<file path="src/rtl/mem_arbiter.sv">
// Round-robin arbiter that shares one synchronous-read mmu port among REQUESTERS
// masters, one transaction at a time, with an optional ownership lock.
module mem_arbiter #(
  parameter int REQUESTERS = 2,
  parameter int IDX_W      = $clog2(REQUESTERS)
) (
  input  logic                       clk,
  input  logic                       reset,
  input  logic [REQUESTERS-1:0]      req,
  input  logic [REQUESTERS-1:0]      lock,
  input  logic [REQUESTERS-1:0]      we,
  input  logic [REQUESTERS*32-1:0]   addr,
  input  logic [REQUESTERS*32-1:0]   wd,
  input  logic [REQUESTERS*2-1:0]    rd_unit,
  input  logic [REQUESTERS*2-1:0]    wd_unit,
  output logic [REQUESTERS-1:0]      gnt,
  output logic [REQUESTERS-1:0]      rvalid,
  output logic [31:0]                rdata,
  output logic [1:0]                 rfault,
  output logic [IDX_W-1:0]           owner,
  output logic                       mem_re,
  output logic                       mem_we,
  output logic [31:0]                mem_addr,
  output logic [31:0]                mem_wd,
  output logic [1:0]                 mem_rd_unit,
  output logic [1:0]                 mem_wd_unit,
  input  logic [31:0]                mem_rd,
  input  logic                       access_fault,
  input  logic                       addr_misaligned
);

  typedef enum logic [1:0] {
    IDLE  = 2'd0,
    ISSUE = 2'd1,
    WAIT  = 2'd2,
    RESP  = 2'd3
  } state_e;

  localparam logic [IDX_W-1:0] LAST_IDX = IDX_W'(REQUESTERS - 1);

  function automatic logic [REQUESTERS-1:0] onehot(input logic [IDX_W-1:0] idx);
    logic [REQUESTERS-1:0] v;
    v      = '0;
    v[idx] = 1'b1;
    return v;
  endfunction

  logic [31:0] addr_a    [REQUESTERS];
  logic [31:0] wd_a      [REQUESTERS];
  logic [1:0]  rd_unit_a [REQUESTERS];
  logic [1:0]  wd_unit_a [REQUESTERS];

  for (genvar g = 0; g < REQUESTERS; g++) begin : g_unpack
    assign addr_a[g]    = addr[32*g +: 32];
    assign wd_a[g]      = wd[32*g +: 32];
    assign rd_unit_a[g] = rd_unit[2*g +: 2];
    assign wd_unit_a[g] = wd_unit[2*g +: 2];
  end

  state_e                  state_q, state_d;
  logic [IDX_W-1:0]        owner_q, owner_d;
  logic [IDX_W-1:0]        rr_ptr_q, rr_ptr_d;
  logic                    we_l_q, we_l_d;
  logic [1:0]              fault_l_q, fault_l_d;
  logic [31:0]             rdata_q, rdata_d;
  logic [1:0]              rfault_q, rfault_d;
  logic [REQUESTERS-1:0]   gnt_q, gnt_d;
  logic [REQUESTERS-1:0]   rvalid_q, rvalid_d;
  logic                    mem_re_q, mem_re_d;
  logic                    mem_we_q, mem_we_d;
  logic [31:0]             mem_addr_q, mem_addr_d;
  logic [31:0]             mem_wd_q, mem_wd_d;
  logic [1:0]              mem_rd_unit_q, mem_rd_unit_d;
  logic [1:0]              mem_wd_unit_q, mem_wd_unit_d;

  logic                    win_found_s;
  logic [IDX_W-1:0]        win_idx_s;
  logic                    lock_hit_s;
  logic                    pick_found_s;
  logic [IDX_W-1:0]        pick_idx_s;

  // Round-robin search: first requester at or after rr_ptr, wrapping at REQUESTERS.
  always_comb begin
    logic [IDX_W-1:0] cand;
    logic             take;
    win_found_s = 1'b0;
    win_idx_s   = '0;
    for (int i = 0; i < REQUESTERS; i++) begin
      cand        = IDX_W'((int'(rr_ptr_q) + i) % REQUESTERS);
      take        = !win_found_s && req[cand];
      win_idx_s   = take ? cand : win_idx_s;
      win_found_s = win_found_s | req[cand];
    end
  end

  // A locked owner re-requesting from RESP keeps the port regardless of rr_ptr.
  assign lock_hit_s   = (state_q == RESP) && req[owner_q] && lock[owner_q];
  assign pick_found_s = lock_hit_s | win_found_s;
  assign pick_idx_s   = lock_hit_s ? owner_q : win_idx_s;

  // Next-state and next-output computation for the transaction sequencer.
  always_comb begin
    state_d       = state_q;
    owner_d       = owner_q;
    rr_ptr_d      = rr_ptr_q;
    we_l_d        = we_l_q;
    fault_l_d     = fault_l_q;
    rdata_d       = rdata_q;
    rfault_d      = rfault_q;
    gnt_d         = '0;
    rvalid_d      = '0;
    mem_re_d      = 1'b0;
    mem_we_d      = 1'b0;
    mem_addr_d    = 32'h0000_0000;
    mem_wd_d      = 32'h0000_0000;
    mem_rd_unit_d = 2'b00;
    mem_wd_unit_d = 2'b00;
    case (state_q)
      IDLE, RESP: begin
        if (pick_found_s) begin
          state_d       = ISSUE;
          owner_d       = pick_idx_s;
          we_l_d        = we[pick_idx_s];
          gnt_d         = onehot(pick_idx_s);
          mem_re_d      = ~we[pick_idx_s];
          mem_we_d      = we[pick_idx_s];
          mem_addr_d    = addr_a[pick_idx_s];
          mem_wd_d      = wd_a[pick_idx_s];
          mem_rd_unit_d = rd_unit_a[pick_idx_s];
          mem_wd_unit_d = wd_unit_a[pick_idx_s];
        end else begin
          state_d = IDLE;
        end
      end
      ISSUE: begin
        fault_l_d = {access_fault, addr_misaligned};
        rr_ptr_d  = (owner_q == LAST_IDX) ? '0 : owner_q + IDX_W'(1);
        state_d   = WAIT;
      end
      WAIT: begin
        // Writes and faulted accesses return zero data.
        rdata_d  = (we_l_q || (fault_l_q != 2'b00)) ? 32'h0000_0000 : mem_rd;
        rfault_d = fault_l_q;
        rvalid_d = onehot(owner_q);
        state_d  = RESP;
      end
      default: begin
        state_d = IDLE;
      end
    endcase
  end

  // State and registered-output flops.
  always_ff @(posedge clk or negedge reset) begin
    if (!reset) begin
      state_q       <= IDLE;
      owner_q       <= '0;
      rr_ptr_q      <= '0;
      we_l_q        <= 1'b0;
      fault_l_q     <= 2'b00;
      rdata_q       <= 32'h0000_0000;
      rfault_q      <= 2'b00;
      gnt_q         <= '0;
      rvalid_q      <= '0;
      mem_re_q      <= 1'b0;
      mem_we_q      <= 1'b0;
      mem_addr_q    <= 32'h0000_0000;
      mem_wd_q      <= 32'h0000_0000;
      mem_rd_unit_q <= 2'b00;
      mem_wd_unit_q <= 2'b00;
    end else begin
      state_q       <= state_d;
      owner_q       <= owner_d;
      rr_ptr_q      <= rr_ptr_d;
      we_l_q        <= we_l_d;
      fault_l_q     <= fault_l_d;
      rdata_q       <= rdata_d;
      rfault_q      <= rfault_d;
      gnt_q         <= gnt_d;
      rvalid_q      <= rvalid_d;
      mem_re_q      <= mem_re_d;
      mem_we_q      <= mem_we_d;
      mem_addr_q    <= mem_addr_d;
      mem_wd_q      <= mem_wd_d;
      mem_rd_unit_q <= mem_rd_unit_d;
      mem_wd_unit_q <= mem_wd_unit_d;
    end
  end

  assign gnt         = gnt_q;
  assign rvalid      = rvalid_q;
  assign rdata       = rdata_q;
  assign rfault      = rfault_q;
  assign owner       = owner_q;
  assign mem_re      = mem_re_q;
  assign mem_we      = mem_we_q;
  assign mem_addr    = mem_addr_q;
  assign mem_wd      = mem_wd_q;
  assign mem_rd_unit = mem_rd_unit_q;
  assign mem_wd_unit = mem_wd_unit_q;

endmodule

</file>
<file path="config.mk">
export PLATFORM = sky130hd
export DESIGN_NAME = mem_arbiter
export DESIGN_NICKNAME = d
export VERILOG_FILES = /design/src/rtl/mem_arbiter.sv
export SDC_FILE = /design/constraint.sdc
export NUM_CORES = 1
export LEC_CHECK = 0
export CAP_MARGIN = 20
export CORE_AREA = 4 4 126 128
export DETAILED_ROUTE_END_ITERATION = 8
export DIE_AREA = 0 0 130 132
export HOLD_SLACK_MARGIN = 0.08
export MAX_ROUTING_LAYER = met4
export PLACE_DENSITY = 0.68
export RECOVER_POWER = 100
export SLEW_MARGIN = 20
export SYNTH_ARGS = -nofsm -noshare
export SYNTH_HDL_FRONTEND = slang
export SYNTH_SLANG_ARGS = --single-unit
</file>
<file path="constraint.sdc">
create_clock -name clk -period 3.75 [get_ports clk]
set_input_delay 0.9375 -clock clk [delete_from_list [all_inputs] [get_ports clk]]
set_output_delay 0.9375 -clock clk [all_outputs]
set_load 0.005 [all_outputs]
</file>
# After elaboration in Yosys (flattened, before gate mapping)
# Cells that the tools add are included.
dict set report op_classes {
  n_addsub 2
  order_cmp 7
  eq_ne 3
  muxes 48
  bitwise 4
  n_reduce_logical 11
}
# op count
set ops {}
lappend ops {{32-bit 2-to-1 mux} 11}
lappend ops {{2-bit 2-to-1 mux} 13}
lappend ops {{1-bit 2-to-1 mux} 21}
lappend ops {{1-bit by 2-bit < comparator with 1-bit output, second input constant} 4}
lappend ops {{2-bit case mux with 3 select lines} 1}
lappend ops {{1-bit logical AND} 5}
lappend ops {{2-bit equality test, second input constant} 2}
lappend ops {{1-bit adder, second input constant} 2}
lappend ops {{1-bit demux with 1-bit select} 2}
lappend ops {{2-bit by 1-bit equality test with 1-bit output, second input constant} 1}
lappend ops {{1-bit greater-or-equal comparator, second input constant} 2}
lappend ops {{2-bit greater-or-equal comparator, second input constant} 1}
lappend ops {{2-bit logical NOT} 1}
lappend ops {{1-bit NOT with 2-bit output} 1}
lappend ops {{1-bit OR} 2}
lappend ops {{2-bit AND reduction} 1}
lappend ops {{2-bit nonzero test} 1}
lappend ops {{2-bit OR reduction} 1}
lappend ops {{1-bit logical NOT} 1}
lappend ops {{1-bit logical OR} 1}
lappend ops {{1-bit NOT} 1}
dict set report totals {
  register_bits 115
  inputBits 178
  output_inout_bits 109
  wordCells 90
}

# Logic depth before layout (Yosys ltp)
dict set report logic_depth {
  depth_word 12
  ltp_mapped 8
}

# Worst setup path after synthesis
# No wires, ideal clock.
dict set report synth_timing {
  kind {input -> register}
  start {in lock[0]}
  end {reg mem_wd_q[18], in the netlist mem_wd[18]}
  setup_ps 136
  arrival_ps 2018
  path_slack_ps 1596
  cell_stages 7
  path_cell_list {o211a_1 -> o311a_1 -> buf_2 -> buf_2 -> buf_2 -> nand2_1 -> a21oi_1}
}
dict set report synth_between {
  elab_chain_cells 10
}
# item line
set synth_rtl {}
lappend synth_rtl {{start: declaration} 10} ;# input logic [REQUESTERS-1:0] lock,
lappend synth_rtl {{1-bit 2-to-1 mux (implied by the code) (*) (2 in a row)} 97} ;# assign lock_hit_s = (state_q == RESP) && req[owner_q] && lock[owner_q];
lappend synth_rtl {{1-bit logical AND (*)} 97}
lappend synth_rtl {{1-bit 2-to-1 mux} 99} ;# assign pick_idx_s = lock_hit_s ? owner_q : win_idx_s;
lappend synth_rtl {{1-bit NOT with 2-bit output (implied by the code)} 128} ;# mem_wd_d = wd_a[pick_idx_s];
lappend synth_rtl {{32-bit 2-to-1 mux (implied by the code) (3 in a row)} 128}
lappend synth_rtl {{32-bit 2-to-1 mux (*)} 120} ;# if (pick_found_s) begin
lappend synth_rtl {{32-bit 2-to-1 mux (*)} 118} ;# case (state_q)
lappend synth_rtl {{named net mem_wd_d[18]} 72} ;# logic [31:0] mem_wd_q, mem_wd_d;
lappend synth_rtl {{end signal: assignment} 184} ;# mem_wd_q <= mem_wd_d;
lappend synth_rtl {{end: declaration} 72}
# Mark *: on every way through the listed nets, which the timed path passes. The rest lies on a longest branch. The select of a mux whose other input is x is not followed.
# A chain may end at the register's enable or synchronous reset.

# Worst setup path after layout
dict set report layout_timing {
  start {in req[0]}
  end {reg mem_addr_q[12], in the netlist mem_addr[12]}
}
dict set report layout_between {
  elab_chain_cells 12
}
# item line
set layout_rtl {}
lappend layout_rtl {{start: declaration} 9} ;# input logic [REQUESTERS-1:0] req,
lappend layout_rtl {{1-bit 2-to-1 mux (implied by the code) (2 in a row)} {90, 92}}
lappend layout_rtl {{1-bit logical NOT} 90} ;# take = !win_found_s && req[cand];
lappend layout_rtl {{1-bit logical AND} 90}
lappend layout_rtl {{1-bit 2-to-1 mux} 91} ;# win_idx_s = take ? cand : win_idx_s;
lappend layout_rtl {{1-bit 2-to-1 mux} 99}
lappend layout_rtl {{1-bit NOT with 2-bit output (implied by the code)} 127} ;# mem_addr_d = addr_a[pick_idx_s];
lappend layout_rtl {{32-bit 2-to-1 mux (implied by the code) (3 in a row)} 127}
lappend layout_rtl {{32-bit 2-to-1 mux (*)} 120}
lappend layout_rtl {{32-bit 2-to-1 mux (*)} 118}
lappend layout_rtl {{named net mem_addr_d[12]} 71} ;# logic [31:0] mem_addr_q, mem_addr_d;
lappend layout_rtl {{end signal: assignment} 183} ;# mem_addr_q <= mem_addr_d;
lappend layout_rtl {{end: declaration} 71}
# Marked as above.

==> summary.txt <==
Status
  • Status: finished, violations left
  • Failing checks: capacitance limit, slew limit

Yosys
  • Dominant synthesized flop cell: dfrtp_1
  • Leading cell type by number of instances after synthesis: nand2_1
  • Synth cell count leaders: nand2_1 (136), dfrtp_1 (115), a21oi_1 (69), a22o_1 (32), clkbuf_1 (19)
  • Leading post-synthesis cells by cell area: dfrtp_1 (66%), nand2_1 (12%), a21oi_1 (7.9%), a22o_1 (6.4%), clkbuf_1 (1.6%)
  • Sequential area share after synthesis: 65.7%
  • Net Count, Synth: 592
  • Async SR Flop Fraction: 100%
  • Cell variety after synth: 22
  • Post-synth top area cell: dfrtp_1
  • Share of the synthesized area in the top cell type: 65.7%
  • Post-synth EDFFs: 0
  • Post-Syn Instances: 411
  • Ys Warns: 0
  • Syn Area/Cell: 10.7 um^2
  • #FFs+latches synth: 115
  • Cell Area, Synth: 4380 um^2

Clock network
  • CTS tree: done
  • Clock buffer depth: 2
  • CTS resizes: 0
  • Max H-tree Level: 4
  • Postcts setup bufs: 0
  • Clock root buffer: clkbuf_16
  • Clock Sinks: 115
  • Clock transition at the registers of the reported paths: 0.05 ns
  • Post-CTS Hold Buffers: 0
  • Total CTS buffers: 17
  • Worst-Skew Late Latency: 0.41 ns

GRT
  • Initial antenna violation count: 0
  • Global Route Usage Sum: 17.8%
  • Total global routing overflow: 0
  • Vias in the first global route: 4555
  • Largest net degree at the start of global routing: 76
  • First-pass GRT wire length: 22.9 mm

Timing
  • Fmax achieved: 344 MHz
  • Final hold viol count: 0
  • Min Tclk post-route: 2.91 ns
  • Setup violations, final: 0
  • Worst Tran Pin Value: 1.64 ns
  • Final critical-path share of the clock period: 77.5%
  • RSZ-0062 raised after global routing: false
  • Setup TNS: 0 ns
  • Slew Viols, Final: 103
  • Clk_skew: 0.00976 ns
  • Relative slew slack: -9.07%

Hold path
  • Hold Crit Class: register to register
  • Hold Path Depth: 1
  • Min-Delay Startpoint: rfault[1]
  • Hold path endpoint: rfault[1]

Floorplanning
  • Die Area: 17200 um^2
  • I/O pin count: 287
  • Rows: 45
  • Die height: 132 um
  • Die Wd: 130 um
  • Floorplan Core Area: 14900 um^2
  • Initial Util: 29.5%

Job
  • MaxCap Viol Count: 2

Drt
  • DRT Pass-1 Iters: 4
  • Drt drc: 0
  • Routed length on met1: 5.43 mm
  • Met3 wire len: 1.36 mm
  • Vias: 4145
  • DR iter-0 viols: 142
  • WL met2: 7.48 mm
  • Detail Route Antenna Nets: 0
  • Routed wire length: 14.7 mm
  • Wirelength per Cell: 16.4 um
  • Highest routing layer actually used: met4
  • Via density: 4.63

Layout
  • Area growth from synthesis to layout: 82.4%
  • Share of cells above drive strength 1: 6.08%
  • Design Area, Final: 7990 um^2
  • Nets@finish: 875
  • # diodes: 0

Worst setup path
  • Worst reg2reg endpoint: mem_addr[12]
  • Worst Path Arrival: 3.23 ns
  • Flop-to-flop setup slack: 1.38 ns
  • CP Class: primary input to register
  • Crit start category: primary input
  • CP endpoint kind: register
  • Highest net fanout along the worst path: 29
  • Reg-to-reg startpoint: state_q[0]
  • Cells on worst reg2reg path: 6
  • Worst Path Required: 4.07 ns

Placed design
  • RePlAce Congestion: 0.859
  • Hpwl dp: 11.0 mm
  • IO Port Bufs: 286
  • Placed Area: 7460 um^2

Power and ir drop
  • Power per cell area: 694 nW/um^2
  • Lkg Pwr: 3.84 nW
  • Peak supply drop: 0.000403 V
[area by class of cell]
type / count / area (um^2)
inverters: 6 / 22.5
fillers: 1338 / 6870
clock inverters: 9 / 78.8
well taps: 188 / 235
multi-input cells: 261 / 1360
flip-flops and latches: 115 / 2880
repair buffers: 293 / 2930
clock buffers: 23 / 488
[flip-flops by register name (all words and copies together) (netlist names), 2 cells and up]
name and count:
mem_addr 32, mem_wd 32, rdata 32, fault_l_q 2, gnt 2, mem_rd_unit 2, mem_wd_unit 2, rfault 2
rvalid 2, state_q 2
[per-stage QoR]
| stage | hold slack [ns] | util [%] | worst slack (ns) | power, W | cells |
|---|---|---|---|---|---|
| floorplan | 0.503 | - | 1.60 | 0.00278 | 411 |
| global placement | 0.490 | 50.2 | 0.879 | 0.00426 | 863 |
| detailed placement | 0.496 | 50.2 | 0.791 | 0.00432 | 863 |
| CTS | 0.510 | 54.0 | 1.23 | 0.00588 | 895 |
| global route | 0.512 | 53.8 | 0.661 | 0.00591 | 895 |
| finish | 0.498 | 53.8 | 0.845 | 0.00555 | 895 |
[critical path, stage by stage]
cell           delay [ns]
dlygate4sd3_1        0.60
nand4b_1             0.15
o311a_1              0.83
buf_4                0.44
nand2_1              0.10
a21oi_1              0.15
[cell families after synthesis]
group,count (synthesis),synth area share (%)
and+or+nand+nor,145,12.9
DFF,115,65.7
AOI/OAI and AO/OA,107,15.7
buffers and inverters,35,3.40
muxes,6,1.48
adders and majority gates,3,0.857
[layout by cell type, fill, tap and decap left out, types with 2 or more instances in the layout]
cell | Yosys | final
clkbuf_1 | 19 | 3
clkinv_2 | 0 | 5
nor2_1 | 5 | 5
buf_4 | 2 | 4
dlygate4sd3_1 | 0 | 112
nand2_1 | 136 | 136
clkdlybuf4s50_1 | 0 | 173
clkbuf_8 | 0 | 4
inv_1 | 5 | 5
mux2_2 | 4 | 4
clkinvlp_4 | 0 | 2
ha_1 | 3 | 3
dfrtp_1 | 115 | 115
mux2i_1 | 2 | 2
a22o_1 | 32 | 32
clkbuf_16 | 0 | 17
buf_12 | 0 | 2
a21oi_1 | 69 | 69
[routing by layer]
layer	GRT usage [%]	vias to the layer above
met5	-	-
met4	6.81	0
met3	7.21	30
met2	29.1	211
met1	19.4	1958
li1	-	1946
[worst max path at each step]
stage | startpoint | end | slack, ns | cells after the start
3_3_place_gp | req[0] | mem_wd[11] | 0.88 | 6
2_1_floorplan | lock[0] | mem_wd[18] | 1.60 | 7
3_5_place_dp | req[0] | mem_wd[6] | 0.79 | 6
5_1_grt | req[0] | mem_addr[13] | 0.66 | 6
4_1_cts | req[0] | mem_addr[12] | 1.23 | 6
6_report | req[0] | mem_addr[12] | 0.84 | 6
[report_power, final]
part | switching [W] | internal (W) | total [W]
Sequential | 0.000194 | 0.00175 | 0.00194
Combinational | 0.000956 | 0.00113 | 0.00209
Clock | 0.000544 | 0.000974 | 0.00152
Total | 0.00169 | 0.00386 | 0.00555
No activity file was read; power rests on OpenSTA's default activity.
==> RTL change 1: new RTL, same flow settings <==
Register the output `rfault` once more, cleared by the reset; this adds one clock of latency there. The other outputs are not delayed to match.
--- a/src/rtl/mem_arbiter.sv
+++ b/src/rtl/mem_arbiter.sv
@@ -190,7 +190,13 @@
   assign gnt         = gnt_q;
   assign rvalid      = rvalid_q;
   assign rdata       = rdata_q;
-  assign rfault      = rfault_q;
+  always_ff @(posedge clk or negedge reset) begin
+    if (!reset) begin
+      rfault <= '0;
+    end else begin
+      rfault <= rfault_q;
+    end
+  end
   assign owner       = owner_q;
   assign mem_re      = mem_re_q;
   assign mem_we      = mem_we_q;
Check against the original RTL: not equivalent (Yosys sat finds a counterexample within 4 cycles, from zero or initial values and one cycle with reset low).
==> RTL change 1 against the original RTL <==
Sequential cell count rose by 2. Design area rose by 1.2%. Routed wire length shrank 1.5%. Worst setup slack improved by 0.16 ns. Via count fell by 0.39%. Total power rose by 2.4%. Sequential power increased by 3%. Area after synthesis rose by 1.1%. Critical path type unchanged. Critical endpoint is now mem_wd[23]. Largest power group unchanged.
==> RTL change 1: results <==
export IMPL_synthTopCellsByArea="dfrtp_1 (66%), nand2_1 (12%), a21oi_1 (7.8%)"
export IMPL_gp_congestion=0.798
export IMPL_tightest_slew_ns=1.49
export IMPL_syn_area_per_cell_um2=10.7
export IMPL_cp_max_fo=38
export IMPL_critPathTopFamily="buffers and inverters"
export IMPL_hpwl_um=10800
export IMPL_dr_wl_met2_um=7090
export IMPL_drt_iter0_markers=225
export IMPL_slowest_delay_ns=0.66
export IMPL_seq_cells=117
export IMPL_slowest_stage="clkbuf_2"
export IMPL_synth_compound_area_share_pct=15.6
export IMPL_track_usage_pct=17.7
export IMPL_internal_power_mw=4.00
export IMPL_nNetsFinal=878
export IMPL_hp_start="rfault_q[0]"
export IMPL_synth_common_cells="nand2_1 (136), dfrtp_1 (117), a21oi_1 (69)"
export IMPL_nClkBuffers=23
export IMPL_instances_no_fill=894
export IMPL_grt_pass1_wl_um=22800
export IMPL_cp_arrival_ns=3.06
export IMPL_met3_length_um=1340
export IMPL_seq_area_um2=2930
export IMPL_viasPerCell=4.62
export IMPL_drive_gt1_share_pct=5.67
export IMPL_r2r_start="state_q[0]"
export IMPL_synth_area_mux_share_pct=1.47
export IMPL_p_leak_nw=3.88
export IMPL_multi_input_area_share_pct=17.0
export IMPL_clock_latency_ns=0.40
export IMPL_wire_per_inst_um=16.2
export IMPL_ir_worst_vdd_v=0.000362
export IMPL_post_route_util_pct=54.4
export IMPL_syn_nets=594
export IMPL_synthAdderAreaFrac_pct=0.847
export IMPL_grt_pass1_vias=4420
export IMPL_dp_cells=866
export IMPL_fillCellCount=1307
export IMPL_post_place_ws_ns=0.952
export IMPL_m1WireLength_um=5750
export IMPL_status="completed"
export IMPL_placed_cell_area_um2=7520
export IMPL_n_all_buffers=294
export IMPL_clkCellAreaFrac_pct=7.15
export IMPL_buffer_area_share_pct=36.4
[RTL change 1: power by group through the flow]
| stage | logic (mW) | clock network [mW] | registers, mW |
|---|---|---|---|
| floorplan | 0.757 | 0 | 2.06 |
| global placement | 2.30 | 0 | 2.01 |
| detailed placement | 2.33 | 0 | 2.04 |
| CTS | 2.35 | 1.63 | 2.02 |
| global route | 2.30 | 1.70 | 2.05 |
| finish | 2.10 | 1.59 | 1.99 |
[RTL change 1: path summary, 6_finish.rpt]
path	end	cells past startpoint	slack, ns
setup / recovery	mem_wd[23]	6	1.00
hold / removal	rfault[0]	0	0.38
setup reg to reg	rdata[19]	5	1.48
hold reg to reg	rfault[0]	0	0.38
max in group asynchronous	mem_addr[28]	2	1.96
min in group asynchronous	mem_addr[2]	1	0.82
[RTL change 1: layer usage]
layer | up-vias | global-route usage, %
met2 | 201 | 27.0
met1 | 1966 | 21.4
met3 | 18 | 7.58
met4 | 0 | 5.14
li1 | 1944 | -
met5 | - | -
==> RTL change 2: new RTL, same flow settings <==
Made on the original files. Make the reset (`reset`) synchronous in one clocked block.
--- a/src/rtl/mem_arbiter.sv
+++ b/src/rtl/mem_arbiter.sv
@@ -151,7 +151,7 @@
   end
 
   // State and registered-output flops.
-  always_ff @(posedge clk or negedge reset) begin
+  always_ff @(posedge clk) begin
     if (!reset) begin
       state_q       <= IDLE;
       owner_q       <= '0;
Function: differs if reset is asserted again (counterexample within 4 cycles, from zero or initial values and one cycle with reset low); with reset held inactive, the same outputs for 4 cycles.
==> RTL change 2 against the original RTL <==
Routed wire length increased by 2.3%. Synthesized cell count increased by 19%. Total power decreased by 19%. Global-route usage decreased by 0.26 points. Design area decreased by 1.2%. Maximum frequency increased by 10%. Area after synthesis decreased by 2.9%. Core utilization decreased by 0.64 points. Clock skew increased by 0.00089 ns. Sequential cell count unchanged. Worst setup slack improved by 0.27 ns. Sequential power decreased by 21%. Largest cell class unchanged.
==> RTL change 2: results <==
export IMPL_status="completed"
export IMPL_slowest_delay_ns=0.72
export IMPL_buffer_area_share_pct=37.3
export IMPL_hp_start="owner"
export IMPL_seq_cells=115
export IMPL_gr_usage_met3_pct=7.46
export IMPL_antenna_found_initial=3
export IMPL_drive_gt1_share_pct=5.51
export IMPL_grt_use_met2_pct=29.7
export IMPL_synth_common_cells="nand2_1 (140), dfxtp_1 (115), a21oi_1 (97)"
export IMPL_met3_length_um=1590
export IMPL_nMultiInputCombCells=339
export IMPL_min_to="rvalid[0]"
export IMPL_multiInputGateArea_um2=1740
export IMPL_m1WireLength_um=5510
export IMPL_r2r_start="state_q[0]"
export IMPL_grt_max_degree=69
export IMPL_p_leak_nw=3.41
export IMPL_dr_wl_met2_um=7630
export IMPL_nNetsFinal=948
export IMPL_grt_pass1_vias=4325
export IMPL_vias=4310
export IMPL_clkCellAreaFrac_pct=8.38
export IMPL_synth_area_mux_share_pct=1.18
export IMPL_hpwl_um=11200
export IMPL_gp_congestion=0.810
export IMPL_n_all_buffers=292
export IMPL_switching_share_pct=26.0
export IMPL_synth_compound_area_share_pct=14.5
export IMPL_grt_util_met1_pct=18.4
export IMPL_synthDistinctLibCells=26
export IMPL_track_usage_pct=17.6
export IMPL_synthAdderAreaFrac_pct=0.882
export IMPL_antenna_cells=3
export IMPL_seq_share_pct=29.2
export IMPL_synthArstFlopShare_pct=0
export IMPL_inverters=2
export IMPL_rr_endpoint="mem_wd[24]"
export IMPL_cp_arrival_ns=2.92
export IMPL_fillCellCount=1351
RTL change 2: cell types whose count changed in the layout (fill, tap and decap cells not counted), sizes merged, moves of 4 or more:
cell and delta:
dfrtp -115, nor2b +69, mux2 -4, a21oi +32, nand2 +4, dfxtp +115, a22o -32, bufinv +4
RTL change 2: cell families (layout without fill, tap and decap cells):
group | after synthesis | count (layout)
compound gates | 110 | 110
fa+ha+maj | 3 | 3
buf+inv | 36 | 326
flops | 115 | 115
mux | 5 | 5
other cells | 0 | 3
simple gates | 221 | 221
RTL change 2: per-stage QoR:
step | hold slack, ns | std cells | setup WS, ns | area (um2)
after CTS | 0.512 | 968 | 1.43 | 7900
after detailed placement | 0.499 | 936 | 1.08 | 7240
after floorplan | 0.454 | 490 | 1.82 | 4260
after global placement | 0.474 | 936 | 1.13 | 7240
final | 0.496 | 971 | 1.11 | 7900
after global routing | 0.528 | 971 | 0.787 | 7900
